===== config.mk =====
export PLATFORM = sky130hd
export DESIGN_NAME = bimux_nx1_sync_flat
export DESIGN_NICKNAME = d
export VERILOG_FILES = /design/src/rtl/bimux_nx1_sync_pkg.sv /design/src/rtl/bimux_nx1_sync_if.sv /design/src/rtl/bimux_nx1_sync_turn_timer.sv /design/src/rtl/bimux_nx1_sync.sv /design/src/flat_wrapper.sv
export SDC_FILE = /design/constraint.sdc
export NUM_CORES = 1
export LEC_CHECK = 0
export CORE_UTILIZATION = 53
export DETAILED_ROUTE_END_ITERATION = 16
export GPL_TIMING_DRIVEN = 1
export PLACE_DENSITY = 0.84
export SYNTH_ARGS = -nofsm -noshare
export SYNTH_HDL_FRONTEND = slang
export SYNTH_SLANG_ARGS = --single-unit

===== constraint.sdc =====
create_clock -name clk -period 4.3 [get_ports clk]
set_input_delay 0.86 -clock clk [delete_from_list [all_inputs] [get_ports clk]]
set_output_delay 0.86 -clock clk [all_outputs]
set_load 0.02 [all_outputs]

===== src/rtl/bimux_nx1_sync_pkg.sv =====
// -----------------------------------------------------------------------------
// bimux_nx1_sync_pkg
//   Shared encodings for the bidirectional N:1 channel mux.
//   - MODE_*  : request / cur_mode encodings
//   - state_e : controller states
//   - mode_of_state() : maps a controller state to the cur_mode encoding
// -----------------------------------------------------------------------------
package bimux_nx1_sync_pkg;

  localparam logic [1:0] MODE_REL = 2'b00;
  localparam logic [1:0] MODE_FWD = 2'b01;
  localparam logic [1:0] MODE_REV = 2'b10;
  localparam logic [1:0] MODE_RSV = 2'b11;

  typedef enum logic [1:0] {
    ST_IDLE = 2'b00,
    ST_FWD  = 2'b01,
    ST_REV  = 2'b10,
    ST_TURN = 2'b11
  } state_e;

  // IDLE and TURN both report the released encoding.
  function automatic logic [1:0] mode_of_state(input state_e st);
    case (st)
      ST_FWD:  return MODE_FWD;
      ST_REV:  return MODE_REV;
      default: return MODE_REL;
    endcase
  endfunction

endpackage


===== src/rtl/bimux_nx1_sync_if.sv =====
// -----------------------------------------------------------------------------
// bimux_nx1_sync_if
//   Request handshake plus channel / single-port bus bundle.
//   master : requester and bus environment (drives requests, ch_in, port_in)
//   slave  : the mux (drives ready, enables, data registers, status)
// -----------------------------------------------------------------------------
interface bimux_nx1_sync_if #(
  parameter int WIDTH    = 1,
  parameter int CHANNELS = 8,
  parameter int SEL_W    = 3
);
  logic                      req_valid;
  logic                      req_ready;
  logic [1:0]                req_mode;
  logic [SEL_W-1:0]          req_sel;
  logic [CHANNELS*WIDTH-1:0] ch_in;
  logic [CHANNELS*WIDTH-1:0] ch_out;
  logic [CHANNELS-1:0]       ch_oe;
  logic [WIDTH-1:0]          port_in;
  logic [WIDTH-1:0]          port_out;
  logic                      port_oe;
  logic [1:0]                cur_mode;
  logic                      busy;
  logic                      req_err;

  modport master (
    output req_valid, req_mode, req_sel, ch_in, port_in,
    input  req_ready, ch_out, ch_oe, port_out, port_oe, cur_mode, busy, req_err
  );

  modport slave (
    input  req_valid, req_mode, req_sel, ch_in, port_in,
    output req_ready, ch_out, ch_oe, port_out, port_oe, cur_mode, busy, req_err
  );
endinterface


===== src/rtl/bimux_nx1_sync_turn_timer.sv =====
// -----------------------------------------------------------------------------
// bimux_turn_timer
//   Loadable down-counter timing the bus-turnaround interval.
//   Ports: clk, rst (sync, active-high), load_i / load_val_i (load count),
//          dec_i (count down, saturating at zero), done_o (count is zero).
// -----------------------------------------------------------------------------
module bimux_turn_timer #(
  parameter int CNT_W = 1
) (
  input  logic             clk,
  input  logic             rst,
  input  logic             load_i,
  input  logic [CNT_W-1:0] load_val_i,
  input  logic             dec_i,
  output logic             done_o
);

  logic [CNT_W-1:0] cnt_q;
  logic [CNT_W-1:0] cnt_d;

  // Next count: load has priority, otherwise saturating decrement.
  always_comb begin
    cnt_d = cnt_q;
    if (load_i) begin
      cnt_d = load_val_i;
    end else if (dec_i && (cnt_q != {CNT_W{1'b0}})) begin
      cnt_d = cnt_q - {{(CNT_W-1){1'b0}}, 1'b1};
    end else begin
      cnt_d = cnt_q;
    end
  end

  // Count register.
  always_ff @(posedge clk) begin
    if (rst) begin
      cnt_q <= {CNT_W{1'b0}};
    end else begin
      cnt_q <= cnt_d;
    end
  end

  assign done_o = (cnt_q == {CNT_W{1'b0}});

endmodule


===== src/rtl/bimux_nx1_sync.sv =====
// -----------------------------------------------------------------------------
// bimux_nx1_sync
//   Clocked bidirectional N:1 channel mux.
//   FWD: ch_in[sel] is registered onto port_out, port_oe=1.
//   REV: port_in is registered into holding register ch_out[sel], ch_oe=one-hot.
//   Any change of driver that is not from a released bus passes through TURN,
//   TURN_CYCLES cycles with every enable low, so external tristates never fight.
//   Ports: clk, rst (sync, active-high), bus (bimux_nx1_sync_if.slave).
// -----------------------------------------------------------------------------
module bimux_nx1_sync
  import bimux_nx1_sync_pkg::*;
#(
  parameter int WIDTH       = 1,
  parameter int CHANNELS    = 8,
  parameter int SEL_W       = 3,
  parameter int TURN_CYCLES = 1
) (
  input  logic                   clk,
  input  logic                   rst,
  bimux_nx1_sync_if.slave        bus
);

  localparam int               CNT_W     = $clog2(TURN_CYCLES + 1);
  localparam logic [CNT_W-1:0] TURN_LOAD = CNT_W'(TURN_CYCLES - 1);
  localparam logic [SEL_W:0]   CH_LIM    = (SEL_W + 1)'(CHANNELS);

  state_e                          state_q, state_d;
  state_e                          pend_state_q, pend_state_d;
  logic [SEL_W-1:0]                sel_q, sel_d;
  logic [SEL_W-1:0]                pend_sel_q, pend_sel_d;
  logic [WIDTH-1:0]                port_out_q, port_out_d;
  logic [CHANNELS-1:0]             ch_oe_q, ch_oe_d;
  logic                            port_oe_q, port_oe_d;
  logic [1:0]                      cur_mode_q, cur_mode_d;
  logic                            busy_q, busy_d;
  logic                            req_err_q, req_err_d;
  logic                            req_ready_q, req_ready_d;

  logic                            accept_s;
  logic                            sel_bad_s;
  logic                            turn_done_s;
  logic                            turn_load_s;
  logic                            turn_dec_s;
  logic [CHANNELS-1:0][WIDTH-1:0]  ch_in_s;
  logic [CHANNELS-1:0][WIDTH-1:0]  hold_s;

  assign ch_in_s   = bus.ch_in;
  assign accept_s  = bus.req_valid & req_ready_q;
  assign sel_bad_s = ({1'b0, bus.req_sel} >= CH_LIM);

  // Next-state, select and pending-request logic.
  always_comb begin
    state_d      = state_q;
    sel_d        = sel_q;
    pend_state_d = pend_state_q;
    pend_sel_d   = pend_sel_q;
    req_err_d    = 1'b0;
    if (accept_s) begin
      if (sel_bad_s) begin
        state_d   = ST_IDLE;
        req_err_d = 1'b1;
      end else begin
        case (bus.req_mode)
          MODE_REL: begin
            state_d = ST_IDLE;
          end
          MODE_FWD: begin
            // From REV the channel driver must release before the port drives.
            if (state_q == ST_REV) begin
              state_d      = ST_TURN;
              pend_state_d = ST_FWD;
              pend_sel_d   = bus.req_sel;
            end else begin
              state_d = ST_FWD;
              sel_d   = bus.req_sel;
            end
          end
          MODE_REV: begin
            // Changing which external driver is active needs a turnaround.
            if ((state_q == ST_FWD) ||
                ((state_q == ST_REV) && (bus.req_sel != sel_q))) begin
              state_d      = ST_TURN;
              pend_state_d = ST_REV;
              pend_sel_d   = bus.req_sel;
            end else begin
              state_d = ST_REV;
              sel_d   = bus.req_sel;
            end
          end
          default: begin
            state_d   = ST_IDLE;
            req_err_d = 1'b1;
          end
        endcase
      end
    end else if (state_q == ST_TURN) begin
      if (turn_done_s) begin
        state_d = pend_state_q;
        sel_d   = pend_sel_q;
      end else begin
        state_d = ST_TURN;
      end
    end else begin
      state_d = state_q;
    end
  end

  assign turn_load_s = (state_d == ST_TURN) && (state_q != ST_TURN);
  assign turn_dec_s  = (state_q == ST_TURN);

  // Registered outputs are decoded from the next state so they change with it.
  always_comb begin
    port_oe_d   = (state_d == ST_FWD);
    busy_d      = (state_d == ST_TURN);
    req_ready_d = (state_d != ST_TURN);
    cur_mode_d  = mode_of_state(state_d);
    if (state_d == ST_REV) begin
      ch_oe_d = {{(CHANNELS-1){1'b0}}, 1'b1} << sel_d;
    end else begin
      ch_oe_d = {CHANNELS{1'b0}};
    end
    if (state_d == ST_FWD) begin
      port_out_d = ch_in_s[sel_d];
    end else begin
      port_out_d = port_out_q;
    end
  end

  // Controller and output registers.
  always_ff @(posedge clk) begin
    if (rst) begin
      state_q      <= ST_IDLE;
      pend_state_q <= ST_IDLE;
      sel_q        <= {SEL_W{1'b0}};
      pend_sel_q   <= {SEL_W{1'b0}};
      port_out_q   <= {WIDTH{1'b0}};
      ch_oe_q      <= {CHANNELS{1'b0}};
      port_oe_q    <= 1'b0;
      cur_mode_q   <= MODE_REL;
      busy_q       <= 1'b0;
      req_err_q    <= 1'b0;
      req_ready_q  <= 1'b1;
    end else begin
      state_q      <= state_d;
      pend_state_q <= pend_state_d;
      sel_q        <= sel_d;
      pend_sel_q   <= pend_sel_d;
      port_out_q   <= port_out_d;
      ch_oe_q      <= ch_oe_d;
      port_oe_q    <= port_oe_d;
      cur_mode_q   <= cur_mode_d;
      busy_q       <= busy_d;
      req_err_q    <= req_err_d;
      req_ready_q  <= req_ready_d;
    end
  end

  bimux_turn_timer #(
    .CNT_W (CNT_W)
  ) u_turn_timer (
    .clk        (clk),
    .rst        (rst),
    .load_i     (turn_load_s),
    .load_val_i (TURN_LOAD),
    .dec_i      (turn_dec_s),
    .done_o     (turn_done_s)
  );

  // Per-channel holding registers; only the selected one loads, and only in REV.
  for (genvar k = 0; k < CHANNELS; k++) begin : g_hold
    logic [WIDTH-1:0] hold_q;
    logic [WIDTH-1:0] hold_d;

    // Capture port_in while this channel is the active reverse target.
    always_comb begin
      if ((state_q == ST_REV) && (sel_q == SEL_W'(k))) begin
        hold_d = bus.port_in;
      end else begin
        hold_d = hold_q;
      end
    end

    // Holding register.
    always_ff @(posedge clk) begin
      if (rst) begin
        hold_q <= {WIDTH{1'b0}};
      end else begin
        hold_q <= hold_d;
      end
    end

    assign hold_s[k] = hold_q;
  end

  assign bus.ch_out    = hold_s;
  assign bus.ch_oe     = ch_oe_q;
  assign bus.port_out  = port_out_q;
  assign bus.port_oe   = port_oe_q;
  assign bus.cur_mode  = cur_mode_q;
  assign bus.busy      = busy_q;
  assign bus.req_err   = req_err_q;
  assign bus.req_ready = req_ready_q;

endmodule

===== src/flat_wrapper.sv =====
// flat-port wrapper written by rule: the top's interface ports become plain ports
module bimux_nx1_sync_flat import bimux_nx1_sync_pkg::*;
#(
  parameter int WIDTH       = 1,
  parameter int CHANNELS    = 8,
  parameter int SEL_W       = 3,
  parameter int TURN_CYCLES = 1
)
  (clk, rst, bus_req_valid, bus_req_mode, bus_req_sel, bus_ch_in, bus_port_in, bus_req_ready, bus_ch_out, bus_ch_oe, bus_port_out, bus_port_oe, bus_cur_mode, bus_busy, bus_req_err);
  bimux_nx1_sync_if #(.WIDTH(WIDTH), .CHANNELS(CHANNELS), .SEL_W(SEL_W)) bus_i ();
  input  logic clk;
  input  logic rst;
  input wire logic [$bits(bus_i.req_valid)-1:0] bus_req_valid;
  input wire logic [$bits(bus_i.req_mode)-1:0] bus_req_mode;
  input wire logic [$bits(bus_i.req_sel)-1:0] bus_req_sel;
  input wire logic [$bits(bus_i.ch_in)-1:0] bus_ch_in;
  input wire logic [$bits(bus_i.port_in)-1:0] bus_port_in;
  output wire logic [$bits(bus_i.req_ready)-1:0] bus_req_ready;
  output wire logic [$bits(bus_i.ch_out)-1:0] bus_ch_out;
  output wire logic [$bits(bus_i.ch_oe)-1:0] bus_ch_oe;
  output wire logic [$bits(bus_i.port_out)-1:0] bus_port_out;
  output wire logic [$bits(bus_i.port_oe)-1:0] bus_port_oe;
  output wire logic [$bits(bus_i.cur_mode)-1:0] bus_cur_mode;
  output wire logic [$bits(bus_i.busy)-1:0] bus_busy;
  output wire logic [$bits(bus_i.req_err)-1:0] bus_req_err;
  assign bus_i.req_valid = bus_req_valid;
  assign bus_i.req_mode = bus_req_mode;
  assign bus_i.req_sel = bus_req_sel;
  assign bus_i.ch_in = bus_ch_in;
  assign bus_i.port_in = bus_port_in;
  assign bus_req_ready = bus_i.req_ready;
  assign bus_ch_out = bus_i.ch_out;
  assign bus_ch_oe = bus_i.ch_oe;
  assign bus_port_out = bus_i.port_out;
  assign bus_port_oe = bus_i.port_oe;
  assign bus_cur_mode = bus_i.cur_mode;
  assign bus_busy = bus_i.busy;
  assign bus_req_err = bus_i.req_err;
  bimux_nx1_sync #(.WIDTH(WIDTH), .CHANNELS(CHANNELS), .SEL_W(SEL_W), .TURN_CYCLES(TURN_CYCLES)) u_core (.clk(clk), .rst(rst), .bus(bus_i));
endmodule

=== Word level (Yosys, flattened, before mapping) ===
Cells that the tools add are included.

* Logic and storage cells: 88
* Output and inout port bits: 23
* Bits of input ports: 17
* Bits in registers: 34

* Bitwise operators: 3
* Add/subtract/negate cells: 1
* Shifts and indexed selects: 1
* Muxes and demuxes: 22
* $lt $le $gt $ge: 1
* Reduce and logical (&&, ||, !) cells: 20
* Equality and inequality tests: 20

{| class="wikitable"
|+ Operators by type and width
! kind !! count
|-
| 3-bit two-way mux || 7
|-
| 3-bit == test, second input constant || 4
|-
| 2-bit two-way mux || 6
|-
| 2-bit case mux with 2 select lines || 3
|-
| 3-bit case mux with 2 select lines || 2
|-
| 1-bit logical AND || 11
|-
| 2-bit == test, second input constant || 5
|-
| 1-bit by 3-bit left shift with 8-bit output, first input constant || 1
|-
| 2-bit by 1-bit == test with 1-bit output, second input constant || 3
|-
| 3-bit by 2-bit == test with 1-bit output, second input constant || 2
|-
| 2-bit OR reduction || 3
|-
| 3-bit by 4-bit less-than comparator with 1-bit output, second input constant || 1
|-
| 2-bit by 1-bit != test with 1-bit output, second input constant || 2
|-
| 2-bit != test, second input constant || 2
|-
| 4-bit AND reduction || 1
|-
| 1-bit binary-select mux with 3-bit select || 1
|-
| 3-bit by 1-bit == test with 1-bit output, second input constant || 1
|-
| 3-bit logical NOT || 1
|-
| 1-bit two-way mux || 3
|-
| 3-bit != test || 1
|-
| 3-bit OR reduction || 1
|-
| 2-bit logical NOT || 1
|-
| 1-bit NOT || 2
|-
| 2-bit nonzero test || 1
|-
| other kinds (3) || 3
|}

=== Logic depth before layout (Yosys ltp) ===
* Depth in word-level cells: 9
* Mapped depth: 13

=== By module ===
A second synthesis with hierarchy kept.

* Cell total of the unflattened synthesis: 200
* Area, all modules: 1,864.3 um2

{| class="wikitable"
|+ By module, submodules not included
! module !! cells an instance !! instances !! area an instance (um2) !! sequential area each (um2)
|-
| bimux_nx1_sync || 196 || 1 || 1,816.7 || 660.6
|-
| bimux_turn_timer || 4 || 1 || 47.5 || 20.0
|}

=== Least setup slack after synthesis ===
No wires, ideal clock.

* Kind: in2reg
* From: in bus_req_mode[0]
* To: reg u_core.port_out_q, in the netlist u_core.bus.port_out
* Stages: 8
* Path slack: 1.475 ns
* Buffers on the path: 0
* Data required time: 4.178 ns
* Arrival time: 2.703 ns
* Cells stage by stage: inv_1 > ha_1 > and3b_1 > o311a_1 > a21bo_2 > a221o_1 > o2111a_1 > a311o_1

* Cells in the longest elaborated chain, start to end: 5
* Elaborated cells between the ends (all ways): 9

{| class="wikitable"
|+ Ends and longest elaborated chain
! what !! RTL line !! RTL
|-
| start, declared || flat_wrapper.sv:14 || <nowiki>input wire logic [$bits(bus_i.req_mode)-1:0] bus_req_mode;</nowiki>
|-
| 2-bit == test or 2-bit by 1-bit == test with 1-bit output (tied branches) || bimux_nx1_sync.sv:63 || <nowiki>case (bus.req_mode)</nowiki>
|-
| 3-bit case mux with 2 select lines || bimux_nx1_sync.sv:63 ||
|-
| 3-bit two-way mux || bimux_nx1_sync.sv:58 || <nowiki>if (accept_s) begin</nowiki>
|-
| 1-bit binary-select mux with 3-bit select || bimux_nx1_sync.sv:123 || <nowiki>port_out_d = ch_in_s[sel_d];</nowiki>
|-
| 1-bit two-way mux (implied by the code) || bimux_nx1_sync.sv:123 ||
|-
| end signal, assigned || bimux_nx1_sync.sv:136 || <nowiki>port_out_q <= {WIDTH{1'b0}};</nowiki>
|-
| end signal, assigned || bimux_nx1_sync.sv:148 || <nowiki>port_out_q <= port_out_d;</nowiki>
|-
| end, declared || bimux_nx1_sync.sv:31 || <nowiki>logic [WIDTH-1:0] port_out_q, port_out_d;</nowiki>
|}

Several ways; a longest one is shown, not always the timed one. The select of a mux whose other input is x is not followed.
A chain may end at the register's enable or synchronous reset.

=== Worst setup path after layout ===
Same ends and word-level chain as after synthesis.

==> flow_summary.yaml <==
yosys:
  yosysMostFrequentCell: "dfxtp_1"
  synth_cell_types: 44
  synth_area_um2: 1760
  syn_nets: 211
  yosysTopAreaCell: "dfxtp_1"
  synth-edff-count: 0
  synth_seq_area_share_pct: 38.8
  async_flop_share_pct: 0
  ys.flop_type: "dfxtp_1"
  synth_top_area_share_pct: 38.8
  netlist_instances: 188
  ys_seq_elements: 34
  synth.avg_cell_area_um2: 9.34
  synth_common_cells: "dfxtp_1, nor2_1, mux2i_1"
  synth.area.top_cells: "dfxtp_1, mux2i_1, nor2_1"
  synth-warning-count: 0
critical_path:
  reg2reg_depth: 12
  crit_type: "primary input to flip-flop"
  rrSetupSlack_ns: 1.69
  reg2reg_from: "u_core.sel_q[1]$_SDFF_PP0_"
  crit_fanout: 5
  startpoint: "bus_req_mode[0]"
  critPathCaptureType: "flip-flop"
  crit_required_ns: 4.53
  regToRegEndpoint: "u_core.bus.port_out$_SDFFE_PP0N_"
  worstPathArrival_ns: 3.49
  cp-start-kind: "primary input"
  crit_path_end: "u_core.bus.port_out$_SDFFE_PP0N_"
global_routing:
  grt_pass1_vias: 1319
  grt_max_degree: 25
  antenna_found_initial: 0
  grt_pass1_wl_mm: 5.84
  grtUsageTotal_pct: 22.5
  gr-total-overflow: 0
clock_tree:
  cts_resized: 0
  cts_hold_buf: 0
  cts-htree-levels: 2
  cts_tree: "built"
  clk-insertion-delay-late_ns: 0.34
  cts_buffer_depth: 2
  numCtsBuffers: 5
  post_cts_buffers: 0
  clk_pin_slew_ns: 0.10
  cts-root-buf: "clkbuf_4"
  clock_sinks: 34
detailed_routing:
  top_layer: "met4"
  dr.pass1.iters: 4
  viasPerCell: 5.22
  drt-met1-wl_mm: 1.48
  drt-initial-drc-count: 64
  drcViolationCount: 0
  vias: 1377
  postRouteWirelength_mm: 3.42
  wire_per_inst_um: 12.9
  route.met3.wl_um: 156
  antenna_left: 0
  met2_length_mm: 1.77
die:
  ios: 40
  fp.dieH_um: 59.6
  die_width_um: 59.6
  coreArea_um2: 3100
  rows: 20
  start_util_pct: 56.6
  die-area_um2: 3550
timing:
  final-hold-violation-count: 0
  grt_setup_unrepaired: "false"
  relSlewSlack_pct: 45.8
  finalSetupViolCount: 0
  fin_setup_tns_ns: 0
  finalWorstPathRequiredPeriod_ns: 3.26
  min_period_over_period_pct: 75.9
  fmax_ghz: 0.306
  finalMaxSlewViolations: 0
  clock_skew_ns: 0.0145
  tightest_slew_ns: 0.811
layout:
  antennaDiodeCount: 0
  ff_latch_area_um2: 681
  design_area_um2: 2160
  layout.nets: 242
  drive_gt1_share_pct: 8.64
  area_growth_pct: 23.0
  fillers: 273
  multiInputGateArea_um2: 917
worst_hold_path:
  hp-class: "flip-flop to flip-flop"
  whs_path_depth: 2
pwr:
  p_leak_nw: 0.864
  p_per_area_nw_per_um2: 290
  peakVddDrop_v: 0.000240
  report.power.total_uw: 626
placement:
  routabilityCongestion: 0.845
  io_buffer_count: 39
  dpl_cell_area_um2: 2080
  hpwl_mm: 2.66
job:
  maxCapViolations: 0
run_status:
  status: "complete, no violations"
[routing by layer]
| layer | vias up | track usage [%] |
|---|---|---|
| li1 | 702 | - |
| met1 | 638 | 26.2 |
| met2 | 35 | 38.8 |
| met3 | 2 | 6.99 |
| met4 | 0 | 7.97 |
| met5 | - | 0 |
[area by class of cell]
| cell class | count | share of cell area [%] |
|---|---|---|
| well taps | 44 | 2.55 |
| clock buffers | 7 | 2.09 |
| repair buffers | 39 | 18.1 |
| flip-flops and latches | 34 | 31.5 |
| multi-input cells | 128 | 42.5 |
| inverters | 11 | 1.91 |
| clock inverters | 1 | 1.39 |
[report_power, final]
group	internal [mW]	switching [mW]
Sequential	0.319	0.00594
Clock	0.123	0.0999
Combinational	0.0381	0.0399
[cell families after synthesis]
group / Yosys count / synth area share (%)
and+or+nand+nor: 74 / 22.9
DFF: 34 / 38.8
AOI/OAI and AO/OA: 31 / 14.3
buffers and inverters: 26 / 8.98
muxes: 14 / 7.98
adders and majority gates: 6 / 4.28
xor gates and xnor gates: 3 / 2.78
[state kept, by name, indices dropped and copies added (netlist names)]
name and count:
u_core.bus.req_err 1, u_core.g_hold.hold_q 8, u_core.bus.busy 1, u_core.bus.port_out 1, u_core.sel_q 3, u_core.pend_sel_q 3
u_core.bus.ch_oe 8, u_core.bus.req_ready 1, u_core.pend_state_q 2, u_core.bus.cur_mode 2, u_core.state_q 2, u_core.u_turn_timer.cnt_q 1
u_core.bus.port_oe 1
[placed cells by master (no fill, tap or decap), types with 2 or more instances in the layout]
| cell type | n |
|---|---|
| nor3_1 | 3 |
| mux2i_1 | 14 |
| a31oi_1 | 2 |
| clkbuf_1 | 2 |
| xnor2_2 | 3 |
| o21ai_0 | 8 |
| o2bb2ai_2 | 2 |
| nor3b_1 | 5 |
| inv_1 | 11 |
| nand3_1 | 3 |
| nor2_1 | 30 |
| clkdlybuf4s50_1 | 39 |
| nor2b_1 | 3 |
| nand3b_1 | 5 |
| nand2_1 | 10 |
| a21oi_1 | 5 |
| nand2b_1 | 3 |
| ha_1 | 6 |
| and2_1 | 3 |
| dfxtp_1 | 34 |
| clkbuf_4 | 5 |
| or3_1 | 2 |
[how the worst min path moves through the flow]
stage	start	endpoint	slack (ns)
after floorplan	u_core.u_turn_timer.cnt_q$_SDFFE_PP0P_	u_core.u_turn_timer.cnt_q$_SDFFE_PP0P_	0.44
after global placement	u_core.g_hold[7].hold_q$_SDFFE_PP0P_	u_core.g_hold[7].hold_q$_SDFFE_PP0P_	0.46
after detailed placement	u_core.u_turn_timer.cnt_q$_SDFFE_PP0P_	u_core.u_turn_timer.cnt_q$_SDFFE_PP0P_	0.47
after CTS	u_core.u_turn_timer.cnt_q$_SDFFE_PP0P_	u_core.u_turn_timer.cnt_q$_SDFFE_PP0P_	0.49
after global routing	u_core.g_hold[7].hold_q$_SDFFE_PP0P_	u_core.g_hold[7].hold_q$_SDFFE_PP0P_	0.51
final	u_core.u_turn_timer.cnt_q$_SDFFE_PP0P_	u_core.u_turn_timer.cnt_q$_SDFFE_PP0P_	0.49
[critical path, stage by stage]
cell and delay (ns):
clkdlybuf4s50_1 0.50, inv_1 0.05, ha_1 0.32, and3b_1 0.29
nand3_1 0.15, o2bb2ai_2 0.19, a21boi_1 0.43, mux2i_1 0.24
mux2i_1 0.10, a311o_1 0.36
[stage by stage]
step | cells | util [%] | setup slack, ns | hold WS (ns)
2_1_floorplan | 188 | - | 1.48 | 0.445
3_3_place_gp | 256 | 67.2 | 0.729 | 0.463
3_5_place_dp | 256 | 67.2 | 0.664 | 0.474
4_1_cts | 264 | 69.6 | 1.03 | 0.490
5_1_grt | 264 | 69.6 | 0.908 | 0.510
6_report | 264 | 69.6 | 1.04 | 0.488
(Power assumes the default switching activity.)
